==> src/rtl/dcp_stream_sequencer.sv <==
// Two-pass AXI4-Stream frame sequencer for the DCP haze-removal core.
// Pass 1 (ALE) streams a frame into the core for atmospheric-light estimation.
// Pass 2 (TE) streams the next frame for recovery. Its results return through
// an output FIFO.
// Intake is credit-limited so that every in-flight result has a FIFO slot.
//
// Ports:
//   clk, rst            clock, asynchronous active-high reset
//   enable              run enable; low stalls intake
//   s_tdata/tvalid/tlast/tready    input stream (tlast is checked only)
//   core_in_data/valid  registered pixel strobe to the core
//   pass_ale_en/te_en   data-path clock enables for ALE and TE/SRSC
//   ale_done_in         level from ALE: estimate ready
//   core_out_data/valid core results (no backpressure)
//   m_tdata/tvalid/tlast/tready    output stream
//   irq_clear           clears err_tlast
//   intr_ale/intr_frame 1-cycle interrupt pulses
//   err_tlast           sticky input TLAST mismatch
//   frame_count         completed recovered frames, wraps at 16 bits
module dcp_stream_sequencer #(
  parameter int unsigned DATA_W     = 24,
  parameter int unsigned IMG_W      = 512,
  parameter int unsigned IMG_H      = 512,
  parameter int unsigned FIFO_DEPTH = 16,
  parameter bit          REESTIMATE = 1'b1
) (
  input  logic              clk,
  input  logic              rst,
  input  logic              enable,
  input  logic [DATA_W-1:0] s_tdata,
  input  logic              s_tvalid,
  input  logic              s_tlast,
  output logic              s_tready,
  output logic [DATA_W-1:0] core_in_data,
  output logic              core_in_valid,
  output logic              pass_ale_en,
  output logic              pass_te_en,
  input  logic              ale_done_in,
  input  logic [DATA_W-1:0] core_out_data,
  input  logic              core_out_valid,
  output logic [DATA_W-1:0] m_tdata,
  output logic              m_tvalid,
  output logic              m_tlast,
  input  logic              m_tready,
  input  logic              irq_clear,
  output logic              intr_ale,
  output logic              intr_frame,
  output logic              err_tlast,
  output logic [15:0]       frame_count
);

  localparam int unsigned NPIX = IMG_W * IMG_H;
  localparam int unsigned PixW = (NPIX > 1) ? $clog2(NPIX) : 1;
  localparam int unsigned PtrW = $clog2(FIFO_DEPTH);
  // Wide enough for fifo_count + inflight without overflow.
  localparam int unsigned CntW = PtrW + 2;
  localparam logic [PixW-1:0] LastPix = PixW'(NPIX - 1);

  typedef enum logic [2:0] {StIdle, StAlePass, StWaitAle, StTePass, StDrain} state_e;

  state_e            state_q;
  logic [PixW-1:0]   in_cnt_q, out_cnt_q;
  logic [CntW-1:0]   fifo_count_q, fifo_count_d, inflight_q, inflight_d;
  logic [PtrW-1:0]   wr_ptr_q, rd_ptr_q;
  logic [DATA_W-1:0] mem_q [FIFO_DEPTH];
  logic              last_popped_q;
  logic              accept, te_accept, push, pop, in_last, credit_ok, drain_done;

  always_comb begin
    accept       = s_tvalid & s_tready;
    te_accept    = accept & (state_q == StTePass);
    push         = core_out_valid & ((state_q == StTePass) | (state_q == StDrain));
    pop          = m_tvalid & m_tready;
    in_last      = (in_cnt_q == LastPix);
    fifo_count_d = fifo_count_q + CntW'(push) - CntW'(pop);
    inflight_d   = inflight_q + CntW'(te_accept) - CntW'(push);
    // s_tready is registered, so credit is judged on next-cycle occupancy.
    credit_ok    = (fifo_count_d + inflight_d) < CntW'(FIFO_DEPTH);
    drain_done   = (inflight_q == '0) & (fifo_count_q == '0) & last_popped_q;
  end

  assign m_tvalid = (fifo_count_q != '0);
  assign m_tdata  = m_tvalid ? mem_q[rd_ptr_q] : '0;
  assign m_tlast  = m_tvalid & (out_cnt_q == LastPix);

  // Output FIFO bookkeeping and in-flight credit.
  always_ff @(posedge clk or posedge rst) begin
    if (rst) begin
      wr_ptr_q     <= '0;
      rd_ptr_q     <= '0;
      fifo_count_q <= '0;
      inflight_q   <= '0;
      out_cnt_q    <= '0;
    end else begin
      fifo_count_q <= fifo_count_d;
      inflight_q   <= inflight_d;
      if (push) wr_ptr_q <= wr_ptr_q + PtrW'(1);
      if (pop) begin
        rd_ptr_q  <= rd_ptr_q + PtrW'(1);
        out_cnt_q <= (out_cnt_q == LastPix) ? '0 : out_cnt_q + PixW'(1);
      end
    end
  end

  always_ff @(posedge clk) begin
    if (push) mem_q[wr_ptr_q] <= core_out_data;
  end

  // Sequencer FSM with registered outputs.
  always_ff @(posedge clk or posedge rst) begin
    if (rst) begin
      state_q       <= StIdle;
      s_tready      <= 1'b0;
      pass_ale_en   <= 1'b0;
      pass_te_en    <= 1'b0;
      intr_ale      <= 1'b0;
      intr_frame    <= 1'b0;
      frame_count   <= '0;
      in_cnt_q      <= '0;
      last_popped_q <= 1'b0;
      err_tlast     <= 1'b0;
      core_in_valid <= 1'b0;
      core_in_data  <= '0;
    end else begin
      intr_ale      <= 1'b0;
      intr_frame    <= 1'b0;
      core_in_valid <= accept;
      if (accept) begin
        core_in_data <= s_tdata;
        in_cnt_q     <= in_last ? '0 : in_cnt_q + PixW'(1);
      end
      // Set wins over a simultaneous clear.
      err_tlast <= (accept & (s_tlast != in_last)) | (err_tlast & ~irq_clear);
      if (pop && m_tlast) last_popped_q <= 1'b1;

      unique case (state_q)
        StIdle: begin
          if (enable) begin
            state_q     <= StAlePass;
            pass_ale_en <= 1'b1;
            s_tready    <= 1'b1;
          end
        end
        StAlePass: begin
          s_tready <= enable;
          if (accept && in_last) begin
            state_q  <= StWaitAle;
            s_tready <= 1'b0;
          end
        end
        StWaitAle: begin
          if (ale_done_in) begin
            state_q     <= StTePass;
            intr_ale    <= 1'b1;
            pass_ale_en <= 1'b0;
            pass_te_en  <= 1'b1;
            s_tready    <= enable & credit_ok;
          end
        end
        StTePass: begin
          s_tready <= enable & credit_ok;
          if (te_accept && in_last) begin
            state_q  <= StDrain;
            s_tready <= 1'b0;
          end
        end
        StDrain: begin
          if (drain_done) begin
            frame_count   <= frame_count + 16'd1;
            intr_frame    <= 1'b1;
            last_popped_q <= 1'b0;
            if (REESTIMATE) begin
              state_q     <= StAlePass;
              pass_te_en  <= 1'b0;
              pass_ale_en <= 1'b1;
              s_tready    <= enable;
            end else begin
              state_q  <= StTePass;
              s_tready <= enable & credit_ok;
            end
          end
        end
        default: begin
          state_q     <= StIdle;
          s_tready    <= 1'b0;
          pass_ale_en <= 1'b0;
          pass_te_en  <= 1'b0;
        end
      endcase
    end
  end

endmodule
==> config.mk <==
export PLATFORM = sky130hd
export DESIGN_NAME = dcp_stream_sequencer
export DESIGN_NICKNAME = d
export VERILOG_FILES = /design/src/rtl/dcp_stream_sequencer.sv
export SDC_FILE = /design/constraint.sdc
export NUM_CORES = 1
export LEC_CHECK = 0
export CAP_MARGIN = 25
export CORE_UTILIZATION = 35
export DETAILED_ROUTE_END_ITERATION = 6
export SYNTH_ARGS = -nofsm -noshare
export SYNTH_HDL_FRONTEND = slang
export SYNTH_SLANG_ARGS = --single-unit
==> constraint.sdc <==
create_clock -name clk -period 4.1 [get_ports clk]
set_clock_uncertainty 0.05 [all_clocks]
set_input_delay 1.025 -clock clk [delete_from_list [all_inputs] [get_ports clk]]
set_output_delay 1.025 -clock clk [all_outputs]
set_load 0.02 [all_outputs]
# After elaboration in Yosys (flattened, before gate mapping)
# Memories as Yosys holds them, arrays and structs flattened.
# Index checks and enable logic that the tools add are counted.
# op_classes
add_sub_neg	10
n_lt_le_gt_ge	1
n_eq_ne	12
muxes	30
bitwise_logic	15
reduce_logical	14
# op_table
op	count
18-bit by 1-bit adder with 18-bit output (second input constant)	2
18-bit equality test (second input constant)	2
18-bit 2-to-1 mux	2
24-bit 2-to-1 mux	1
1-bit 2-to-1 mux	18
16-bit by 1-bit adder with 16-bit output (second input constant)	1
3-bit 2-to-1 mux	5
3-bit case mux with 5 select lines	1
6-bit by 1-bit adder with 6-bit output	2
6-bit logical NOT	2
6-bit by 1-bit subtractor with 6-bit output	2
1-bit AND	10
4-bit by 1-bit adder with 4-bit output (second input constant)	2
2-bit inequality test (second input constant)	4
6-bit adder	1
3-bit by 2-bit equality test with 1-bit output (second input constant)	2
6-bit by 5-bit less-than comparator with 1-bit output (second input constant)	1
3-bit AND reduction	2
6-bit nonzero test	1
1-bit case mux with 5 select lines	1
5-bit AND reduction	1
1-bit case mux with 4 select lines	1
4-bit AND reduction	1
3-bit by 1-bit equality test with 1-bit output (second input constant)	1
11 further kinds	16
# word_totals
ff_bits	107
ram_bits	384
input_bits	57
out_inout_bits	73
word_cells	100
mem_count	1
# mem_list
name	words	word_bits	rd	rd_ports_with_merged_regs	wr	line_no	text
mem_q	16	24	1	0	1	65	logic [DATA_W-1:0] mem_q [FIFO_DEPTH];

# Logic depth before layout (Yosys ltp)
# depth
word_depth	10
mapped_depth	20
mapped_depth_nobuf	19

# Least setup slack after synthesis
# No wires, ideal clock.
# synth_timing
path_kind	in2reg
startpoint	input s_tvalid
endpoint	register s_tready
setup_ns	0.082
arrival_ns	3.954
t_required_ns	3.968
setup_slack_ns	0.014
cell_stages	16
path_buffers	2
path_cell_list	nand2_1 > inv_1 > buf_2 > buf_1 > nand3_1 > ha_1 > inv_1 > ha_1 > fa_1 > ha_1 > a31o_2 > a21o_1 > a21o_1 > nor2_1 > nand3_1 > a31oi_1
# synth_between
elab_chain_cells	9
word_cells_on_any_way	13
cone_classes	3 x add/sub; 1 x order compare; 4 x mux; 3 x bitwise; 2 x reduce/logical
# synth_lines
element	line_no	text
start: declaration	31	input logic s_tvalid,
1-bit AND *	70	accept = s_tvalid & s_tready;
via accept	67	logic accept, te_accept, push, pop, in_last, credit_ok, drain_done;
1-bit AND *	71	te_accept = accept & (state_q == StTePass);
6-bit by 1-bit adder with 6-bit output *	76	inflight_d = inflight_q + CntW'(te_accept) - CntW'(push);
6-bit by 1-bit subtractor with 6-bit output *	76	
via inflight_d[1]	63	logic [CntW-1:0] fifo_count_q, fifo_count_d, inflight_q, inflight_d;
6-bit adder *	78	credit_ok = (fifo_count_d + inflight_d) < CntW'(FIFO_DEPTH);
6-bit by 5-bit less-than comparator with 1-bit output *	78	
1-bit AND *	-	
1-bit 2-to-1 mux (on tied branches)	162, 152	
1-bit case mux with 5 select lines *	136	unique case (state_q)
end signal: assignment	145	s_tready <= enable;
end signal: assignment	161	s_tready <= enable & credit_ok;
end signal: assignment	176	s_tready <= enable;
end: declaration	33	output logic s_tready,
# Mark *: on every way through the listed nets, which the timed path passes. The rest lies on a longest branch. The select of a mux whose other input is x is not followed.
# A chain may end at the register's enable or synchronous reset.

# Worst setup path in the final report
# layout_timing
startpoint	register rd_ptr_q[0]
endpoint	output m_tdata[7]
# layout_between
elab_chain_cells	2
# layout_lines
element	line_no	text
start: declaration	64	logic [PtrW-1:0] wr_ptr_q, rd_ptr_q;
start signal: assignment	99	rd_ptr_q <= rd_ptr_q + PtrW'(1);
memory read 16 x 24 bit	-	
24-bit 2-to-1 mux	83	assign m_tdata = m_tvalid ? mem_q[rd_ptr_q] : '0;
end: declaration	41	output logic [DATA_W-1:0] m_tdata,
# Every way passes these cells.

==> out/results.md <==
• **result of the run** completed
• **First DRT Iteration DRCs** 822
• **largest voltage drop on the vdd net** 0.377 mV
• **fill cell instance count of the final layout** 4856
• **Hold Path Class** reg -> reg
• **RSZ-0062 raised after global routing** yes
• **count of input and output buffers** 129
• **vias per inst** 4.96
• **register-to-register setup slack** 450 ps
• **Ys Warns** 0
• **starting density of the core** 35.7%
• **worst slew slack as a fraction of its limit** 48.0%
• **Placement Setup Slack** -87.7 ps
• **Final Worst Setup Slack** 91.1 ps
• **clock tree from TritonCTS** yes
• **EDFF count, synth** 384
• **final layout net count** 1349
• **average routed wire per standard cell** 20.8 um
• **proportion of layout cells with a drive suffix above 1** 23.9%
• **Setup TNS** 0 ps
• **CTS HTree Levels** 2
• **proportion of power drawn by combinational gates** 31.0%
• **Final Hold Vio Count** 0
• **clock latency on the worst-skew pair** 600 ps
• **placed inst area** 0.0225 mm2
• **total routing usage reported by global routing** 15.2%
• **worst setup path class** reg -> out
• **clock root cell** sky130_fd_sc_hd__clkbuf_16
• **cell leakage power** 0.00857 uW
• **final core occ** 44.0%
• **Final Cell Area** 0.0244 mm2
• **cts hold-fix bufs** 0
• **Hold Startpoint** frame_count[15]
• **number of buffers created by CTS** 52
• **num ports** 130
• **async set-or-reset flop fraction in the synthesized netlist** 21.8%
• **placeable core region** 0.0555 mm2
• **die width** 240 um
• **area of the die** 0.0576 mm2
• **final critical-path required period** 4010 ps
• **worst path required time** 3020 ps
• **die height** 240 um
• **actual slew at the worst max-slew pin** 780 ps
• **element type at the critical path end** output port
• **number of nets in the synthesized netlist** 1140
• **post-synthesis instance area** 0.0198 mm2
• **switching power** 4320 uW
• **count of mapped cells out of synthesis** 1053
• **detailed-route DRC error count** 0
• **length in cells of the worst reg-to-reg path** 18
• **share of the cycle needed by the critical path after routing** 97.8%
• **internal cell power** 10900 uW
• **post-synthesis sequential area ratio** 71.6%
• **Final HPWL DP** 24900 um
• **count of distinct cell types in the synthesized netlist** 53
• **Max Fclk** 249 MHz
• **via count of the first global-routing pass** 10621
• **clock buffer depth** 3
• **largest driver fanout on the critical path** 15
• **critical path launch point type** register
• **switching share of power** 28.4%
• **RD Place Congestion** 0.758
• **synthesized flop and latch total** 491
• **endpoints failing setup** 0
• **CTS sink cnt** 491
• **data arrival at the endpoint of the critical path** 2930 ps
• **number of standard-cell rows in the floorplan** 86
• **R2R Path Start** state_q[2]
• **Synth Area per Inst** 18.8 um2
• **initial antenna violation count** 2
• **maximum number of pins on one net before global-route repair** 63
• **detailed-routing iteration count for the pre-antenna-repair pass** 5
• **final number of max-transition violations** 0
• **depth of the worst hold-timing path** 1
• **power after layout** 15200 uW
• **Clk network pwr share** 31.2%
• **power per unit of standard cell area** 622 mW/mm2
• **max-cap check violation count** 0
• **Via Count** 10167
• **Reg clk slew, reported paths** 60 ps
• **Main synth FF type** sky130_fd_sc_hd__edfxtp_1
• **portion of total power attributed to sequential cells** 37.8%
• **grt ovf** 0
• **Critical R2R Capture** s_tready
• **antenna-violating nets left** 0
• **Area Growth Syn to Fin** 23.2%
• **total length of routed wires** 42700 um
• **wire length of the first global-routing pass** 64800 um
• **Hold Path End** frame_count[15]
[routing by layer]
| metal | track usage (%) | up-vias | routed length (um) |
|---|---|---|---|
| li1 | - | 4560 | - |
| met1 | 20.5 | 5295 | 18500 |
| met2 | 25.0 | 251 | 21000 |
| met3 | 2.93 | 59 | 2350 |
| met4 | 4.30 | 2 | 774 |
| met5 | 0 | - | 13 |
[worst max-delay path by stage]
stage | startpoint | endpoint | slack (ps) | cells after the start
floorplan | s_tvalid | s_tready | 10 | 16
global placement | core_out_valid | s_tready | -70 | 17
detailed placement | core_out_valid | s_tready | -90 | 17
CTS | rd_ptr_q[0] | m_tdata[16] | -180 | 5
global route | rd_ptr_q[0] | m_tdata[20] | -6 | 6
finish | rd_ptr_q[0] | m_tdata[7] | 90 | 7
[sequential cells by signal, summed over array words and instances (netlist names)]
| name | cells |
|---|---|
| mem_q | 384 |
| core_in_data | 24 |
| in_cnt_q | 18 |
| out_cnt_q | 18 |
| frame_count | 16 |
| fifo_count_q | 6 |
| inflight_q | 6 |
| rd_ptr_q | 4 |
| wr_ptr_q | 4 |
| state_q | 3 |
| core_in_valid | 1 |
| err_tlast | 1 |
| intr_ale | 1 |
| intr_frame | 1 |
| last_popped_q | 1 |
| pass_ale_en | 1 |
| pass_te_en | 1 |
| s_tready | 1 |
[power groups by stage]
stage	registers (uW)	logic, uW	clock network, uW
finish	5740	4710	4740
global placement	5840	4700	0
global route	5770	5100	5060
CTS	5740	4650	4870
floorplan	5810	3230	0
detailed placement	5840	4740	0
[metrics by stage]
step	hold slack, ps	cells
final	426	2050
after global routing	439	2049
after CTS	433	2039
after floorplan	392	1053
after global placement	409	1944
after detailed placement	421	1944
[synthesized netlist by cell type, types with 18 or more instances]
library cell	instances	area, um2
sky130_fd_sc_hd__mux2_2	25	282
sky130_fd_sc_hd__xor2_1	24	210
sky130_fd_sc_hd__dfrtp_1	107	2680
sky130_fd_sc_hd__ha_1	28	350
sky130_fd_sc_hd__xnor2_1	35	307
sky130_fd_sc_hd__clkbuf_1	18	67.6
sky130_fd_sc_hd__edfxtp_1	384	11500
sky130_fd_sc_hd__inv_1	32	120
sky130_fd_sc_hd__mux4_2	118	2660
sky130_fd_sc_hd__nor2_1	55	206
sky130_fd_sc_hd__and2_1	26	163
sky130_fd_sc_hd__nand2_1	55	206
[cell usage in the layout (no fill, tap or decap), types with 6 or more instances in the layout]
cell	synthesis	layout
sky130_fd_sc_hd__a21oi_1	11	11
sky130_fd_sc_hd__and2_1	26	26
sky130_fd_sc_hd__and3_1	10	10
sky130_fd_sc_hd__buf_12	2	13
sky130_fd_sc_hd__buf_4	0	47
sky130_fd_sc_hd__bufinv_16	0	6
sky130_fd_sc_hd__clkbuf_1	18	10
sky130_fd_sc_hd__clkbuf_16	0	55
sky130_fd_sc_hd__clkdlybuf4s50_1	0	105
sky130_fd_sc_hd__clkinv_1	0	9
sky130_fd_sc_hd__clkinv_2	0	6
sky130_fd_sc_hd__dfrtp_1	107	104
sky130_fd_sc_hd__dlygate4sd2_1	0	16
sky130_fd_sc_hd__edfxtp_1	384	384
sky130_fd_sc_hd__ha_1	28	28
sky130_fd_sc_hd__inv_1	32	31
sky130_fd_sc_hd__mux2_2	25	25
sky130_fd_sc_hd__mux4_2	118	118
sky130_fd_sc_hd__nand2_1	55	55
sky130_fd_sc_hd__nand3_1	14	14
sky130_fd_sc_hd__nand4_1	12	12
sky130_fd_sc_hd__nor2_1	55	43
sky130_fd_sc_hd__nor2_4	0	12
sky130_fd_sc_hd__nor3_1	11	7
sky130_fd_sc_hd__o21ai_0	6	6
sky130_fd_sc_hd__xnor2_1	35	35
sky130_fd_sc_hd__xor2_1	24	24
[what timing repair did]
item	in CTS	in global routing
gates cloned	1	2
buffers inserted	1	8
pin swaps	0	0
resized for setup	25	15
endpoints found under the setup margin	24	7
[kinds of logic (layout without fill, tap and decap cells)]
kind of cell,count (synthesis),after routing,share of synthesized area (%)
flip-flops,491,491,71.6
multiplexers,145,145,15.1
AND/OR/NAND/NOR,208,208,5.37
XOR/XNOR,60,60,2.72
adder cells (fa/ha/maj),30,30,1.97
AO/OA/AOI/OAI,46,46,1.51
buffers and inverters,73,321,1.73
other,0,1,0
[layout make-up]
cell class / count / area (um2) / area share, %
repair buffers: 195 / 2030 / 8.33
well taps: 748 / 936 / 3.83
inverters: 33 / 126 / 0.517
clock inverters: 27 / 318 / 1.30
flip-flops and latches: 491 / 14200 / 58.2
multi-input cells: 489 / 5400 / 22.1
diodes: 1 / 2.50 / 0.0102
clock buffers: 66 / 1410 / 5.75
[worst max-delay path, stage by stage, from the launching register on]
cell	delay, ps
sky130_fd_sc_hd__dfrtp_4	460
sky130_fd_sc_hd__buf_12	170
sky130_fd_sc_hd__buf_16	170
sky130_fd_sc_hd__buf_4	120
sky130_fd_sc_hd__mux4_2	490
sky130_fd_sc_hd__mux4_2	470
sky130_fd_sc_hd__and2_1	170
sky130_fd_sc_hd__clkdlybuf4s15_1	280
Note: power is estimated with default switching activity, not from simulation.
==> patch 1: new RTL, same settings <==
Encoding of `state_e`: now one-hot (5 bits for 5 states).
--- a/src/rtl/dcp_stream_sequencer.sv
+++ b/src/rtl/dcp_stream_sequencer.sv
@@ -57,5 +57,5 @@
   localparam logic [PixW-1:0] LastPix = PixW'(NPIX - 1);
 
-  typedef enum logic [2:0] {StIdle, StAlePass, StWaitAle, StTePass, StDrain} state_e;
+  typedef enum logic [4:0] {StIdle = 5'b00001, StAlePass = 5'b00010, StWaitAle = 5'b00100, StTePass = 5'b01000, StDrain = 5'b10000} state_e;
 
   state_e            state_q;
Behaviour: same outputs for any inputs over 10 cycles, from zero or initial values and one cycle with rst high; not proved beyond that.
==> patch 1 against the original RTL <==
- critical endpoint is now m_tdata[23]
- count of clock-buffer cells in the layout shrank 7
- setup slack gained 0.0017 ns
- cell count rose by 0.29%
- sequential cell count up 2
- synthesized area rose by 0.42%
- final area is 0.42% lower
- wire length is 0.51% higher
- critical path depth down 1
- sequential power up 3.8%
- power up 4.9%
- die area grew 0.41%
- largest cell class unchanged
==> patch 1: results (changes against the original RTL) <==
Outcome: finished, final reports clean (unchanged)
Share of the synthesized area in the top cell type: 57.89% (was 58.13%)
Detail Placement HPWL: 25140 um (was 24930 um)
Clock sink count: 493 (was 491)
Layout non-clock buf frac: 7.816% (was 8.326%)
Clock buffer and inverter area fraction after layout: 6.813% (was 7.051%)
Share of async-settable or async-resettable flops after synthesis: 22.11% (was 21.79%)
Maximum number of pins on one net before global-route repair: 59 (was 63)
Worst Hold Launch: in_cnt_q[10]$_DFFE_PP0P_ (was frame_count[15]$_DFFE_PP0P_)
Multiplexer share of the synthesized area: 15.01% (was 15.08%)
Xor/xnor cell area share of the yosys netlist: 2.814% (was 2.719%)
Minimum setup slack after placement: 0.04269 ns (was -0.08775 ns)
Cell types occupying the most area after synthesis: sky130_fd_sc_hd__edfxtp_1 58%, sky130_fd_sc_hd__dfrtp_1 14%, sky130_fd_sc_hd__mux4_2 13% (was sky130_fd_sc_hd__edfxtp_1 58%, sky130_fd_sc_hd__dfrtp_1 13%, sky130_fd_sc_hd__mux4_2 13%)
Biggest fanout along the worst timing path: 13 (was 15)
Final layout net count: 1345 (was 1349)
Average routed wire per standard cell: 20.88 um (was 20.84 um)
Routed length on met3: 1843 um (was 2348 um)
Leak pwr: 8.434 nW (was 8.575 nW)
Multi-input logic portion of the cell area: 22.31% (was 22.08%)
Mapped Avg Cell Area: 18.72 um2 (was 18.84 um2)
Footprint of the multi-input gates: 5429 um2 (was 5395 um2)
Met1 track utilization from global routing: 20.36% (was 20.46%)
Power in sequential cells: 0.00596 W (was 0.00574 W)
Dpl cells: 1950 (was 1944)
Sequential fraction of total cell area: 58.64% (was 58.19%)
PostCTS Resize Cnt: 32 (was 25)
Sum of met2 wire segment lengths after detailed routing: 21540 um (was 21040 um)
Post-Syn Nets: 1151 (was 1140)
Vias in the first global route: 10690 (was 10620)
Post-synthesis adder-cell area fraction: 1.960% (was 1.968%)
Startpoint of the worst-slack reg-to-reg timing path: state_q[1]$_DFFE_PP0P_ (was state_q[2]$_DFFE_PP0P_)
P_clk: 0.00457 W (was 0.00474 W)
Seq/Total Area, Yosys: 71.59% (was 71.63%)
Multi-Input Combinational: 499 (was 489)
Compound-cell area share of the yosys netlist: 1.369% (was 1.508%)
Met3 routing resource usage after global routing: 2.619% (was 2.928%)
Slowest Stage Delay on Critical Path: 0.54 ns (was 0.49 ns)
Routability congestion estimate: 0.7446 (was 0.7576)
Wl on met1: 18660 um (was 18550 um)
Worst ir drop on vdd: 0.4832 mV (was 0.3774 mV)
-- patch 1: cell types whose count changed after synthesis, sizes merged, moves of 3 or more --
| cell | before | now |
|---|---|---|
| nand3 | 14 | 26 |
| xnor2 | 35 | 45 |
| nand4 | 12 | 16 |
| clkbuf | 18 | 14 |
| nand2 | 55 | 46 |
| nor2 | 55 | 64 |
| nor4 | 5 | 0 |
| a21oi | 11 | 8 |
| xor2 | 24 | 19 |
| buf | 22 | 25 |
-- patch 1: worst paths after layout --
kind,to,slack [ns],cells past startpoint
worst max-delay path,m_tdata[23],0.09,6
worst min register to register,in_cnt_q[10]$_DFFE_PP0P_,0.42,1
worst max register to register,s_tready$_DFFE_PP0P_,0.72,16
min in group asynchronous,core_in_data[23]$_DFFE_PP0P_,0.86,2
worst min-delay path,in_cnt_q[10]$_DFFE_PP0P_,0.42,1
max in group asynchronous,state_q[0]$_DFFE_PP1P_,2.35,3
==> patch 2: new RTL, config.mk and constraints unchanged <==
Made on the original files. Change the parameter `REESTIMATE` from 1'b1 to 1'b0.
--- a/src/rtl/dcp_stream_sequencer.sv
+++ b/src/rtl/dcp_stream_sequencer.sv
@@ -23,5 +23,5 @@
   parameter int unsigned IMG_H      = 512,
   parameter int unsigned FIFO_DEPTH = 16,
-  parameter bit          REESTIMATE = 1'b1
+  parameter bit          REESTIMATE = 1'b0
 ) (
   input  logic              clk,
Function: same outputs for any inputs over 10 cycles, from zero or initial values and one cycle with rst high; that may be too few to reach the edited logic, so the function may still have changed.
==> patch 2 against the original RTL <==
- synthesized area grew 0.38%
- global-route usage grew 0.066 points
- wire length grew 1.4%
- sequential cell count is the same
- setup slack lost 0.013 ns
- highest routed layer unchanged
- power grew 3.9%
- final area is essentially flat
- cell count grew 2.7%
- critical endpoint is now m_tdata[13]
==> patch 2: results (changes against the original RTL) <==
Outcome: finished, final reports clean (unchanged)
Remaining max-slew budget at the tightest pin: 53.06% (was 47.99%)
Worst ir drop on vdd: 0.3390 mV (was 0.3774 mV)
Final antenna diode count: 0 (was 1)
Post-route worst hold slack: 0.4181 ns (was 0.4264 ns)
Detail Placement HPWL: 25380 um (was 24930 um)
Xor/xnor cell area share of the yosys netlist: 2.796% (was 2.719%)
Startpoint of the worst-slack reg-to-reg timing path: state_q[1]$_DFFE_PP0P_ (was state_q[2]$_DFFE_PP0P_)
Final layout net count: 1393 (was 1349)
Register-to-Register Path Depth: 17 (was 18)
PD cells: 645.6 nW/um2 (was 621.8 nW/um2)
Commonest cells in the netlist: 384 x sky130_fd_sc_hd__edfxtp_1, 123 x sky130_fd_sc_hd__nand2_1, 118 x sky130_fd_sc_hd__mux4_2, 107 x sky130_fd_sc_hd__dfrtp_1, 56 x sky130_fd_sc_hd__nor2_1 (was 384 x sky130_fd_sc_hd__edfxtp_1, 118 x sky130_fd_sc_hd__mux4_2, 107 x sky130_fd_sc_hd__dfrtp_1, 55 x sky130_fd_sc_hd__nand2_1, 55 x sky130_fd_sc_hd__nor2_1)
Clock-pin slew of the registers on the worst-case setup and hold paths: 0.06 ns (about the same)
Pre-Repair DR Iteration Count: 4 (was 5)
Cell types occupying the most area after synthesis: sky130_fd_sc_hd__edfxtp_1 58%, sky130_fd_sc_hd__dfrtp_1 13%, sky130_fd_sc_hd__mux4_2 13% (unchanged)
Routability congestion estimate: 0.7615 (was 0.7576)
Initial antenna violation count: 4 (was 2)
Minimum setup slack after placement: -0.006895 ns (was -0.08775 ns)
Fraction of final layout cells with drive strength greater than 1: 21.78% (was 23.90%)
Post-synthesis adder-cell area fraction: 1.835% (was 1.968%)
Filler cell count in the final layout: 4899 (was 4856)
Arr. time, crit path: 2.95 ns (was 2.93 ns)
Seq/Total Area, Yosys: 71.35% (was 71.63%)
Switching power share of the total: 29.47% (was 28.42%)
Maximum number of pins on one net before global-route repair: 54 (was 63)
Compound-cell area share of the yosys netlist: 1.659% (was 1.508%)
Biggest fanout along the worst timing path: 11 (was 15)
DRT iter0 DRCs: 733 (was 822)
Worst Hold Launch: out_cnt_q[16]$_DFFE_PP0P_ (was frame_count[15]$_DFFE_PP0P_)
Worst Hold Path EP: out_cnt_q[16]$_DFFE_PP0P_ (was frame_count[15]$_DFFE_PP0P_)
Yosys cell types: 55 (was 53)
Total wirelength of the detailed-routed design: 43300 um (was 42720 um)
First-pass GRT wire length: 64850 um (was 64800 um)
Multiplexer share of the synthesized area: 13.61% (was 15.08%)
Placed instance area: 22540 um2 (was 22550 um2)
Clock buffers created by TritonCTS: 52 (unchanged)
Register-to-register setup slack: 0.44 ns
Vias in the first global route: 10560 (was 10620)
==> patch 2: cell types whose count changed after synthesis, sizes merged, moves of 5 or more <==
cell | unedited run | this run
xnor2 | 35 | 42
xor2 | 24 | 19
clkbuf | 18 | 24
mux2 | 25 | 0
nand2 | 55 | 123
==> patch 2: per-layer routing <==
layer | wire (um) | vias up | global-route usage [%] | part of all wire [%]
met5 | 49 | - | 0 | 0.11
met4 | 919 | 8 | 4.555 | 2.1
met3 | 2527 | 71 | 2.962 | 5.8
met2 | 21830 | 259 | 26.09 | 50
met1 | 17980 | 5395 | 19.57 | 42
li1 | - | 4681 | - | -
==> patch 2: critical path: stages, from the launching register on <==
cell	delay (ns)
sky130_fd_sc_hd__dfrtp_4	0.48
sky130_fd_sc_hd__buf_4	0.19
sky130_fd_sc_hd__buf_16	0.17
sky130_fd_sc_hd__mux4_2	0.53
sky130_fd_sc_hd__mux4_2	0.46
sky130_fd_sc_hd__and2_1	0.18
sky130_fd_sc_hd__dlygate4sd2_1	0.32
==> patch 2: power by group through the flow <==
stage | Clock (W) | Sequential (W) | Combinational, W
detailed placement | 0 | 0.00599 | 0.00512
CTS | 0.00486 | 0.00590 | 0.00527
global route | 0.00506 | 0.00593 | 0.00560
floorplan | 0 | 0.00602 | 0.00342
finish | 0.00473 | 0.00590 | 0.00516
global placement | 0 | 0.00599 | 0.00507
==> patch 2: how the worst max path moves through the flow <==
stage                                        from                           to  slack, ns
after floorplan                               rst  core_in_data[0]$_DFFE_PP0P_       0.21
after global placement             core_out_valid         s_tready$_DFFE_PP0P_       0.05
after detailed placement           core_out_valid         s_tready$_DFFE_PP0P_     -0.007
after CTS                 rd_ptr_q[0]$_DFFE_PP0P_                  m_tdata[21]      0.002
after global routing      rd_ptr_q[0]$_DFFE_PP0P_                  m_tdata[13]      -0.01
final                     rd_ptr_q[0]$_DFFE_PP0P_                  m_tdata[13]       0.08
==> patch 2: per-stage QoR <==
stage	TNS [ns]	power [W]	std cells
after floorplan	0	0.009436	1116
after global routing	-0.02098	0.01659	2106
final	0	0.01579	2106
after detailed placement	-0.006895	0.01112	2001
after global placement	0	0.01107	2001
after CTS	0	0.01604	2105
==> patch 2: kinds of logic (layout without fill, tap and decap cells) <==
logic type,after synthesis,in the layout
compound gates,49,49
xor+xnor,62,62
fa+ha+maj,28,28
buf+inv,80,314
flops,491,491
mux,120,120
simple gates,286,286
==> patch 2: timing repair <==
action | 4_1_cts | 5_1_grt
endpoints found under the setup margin | 24 | 14
setup buffers | 4 | 0
resized for setup | 44 | 13
cloned | 4 | 1
==> patch 2: final cells by class <==
class,count,share of cell area (%)
Clock inverter,32,1.463
Sequential cell,491,58.13
Multi-Input combinational cell,545,22.27
Timing Repair Buffer,184,8.099
Clock buffer,64,5.633
Tap cell,756,3.868
Inverter,34,0.5321
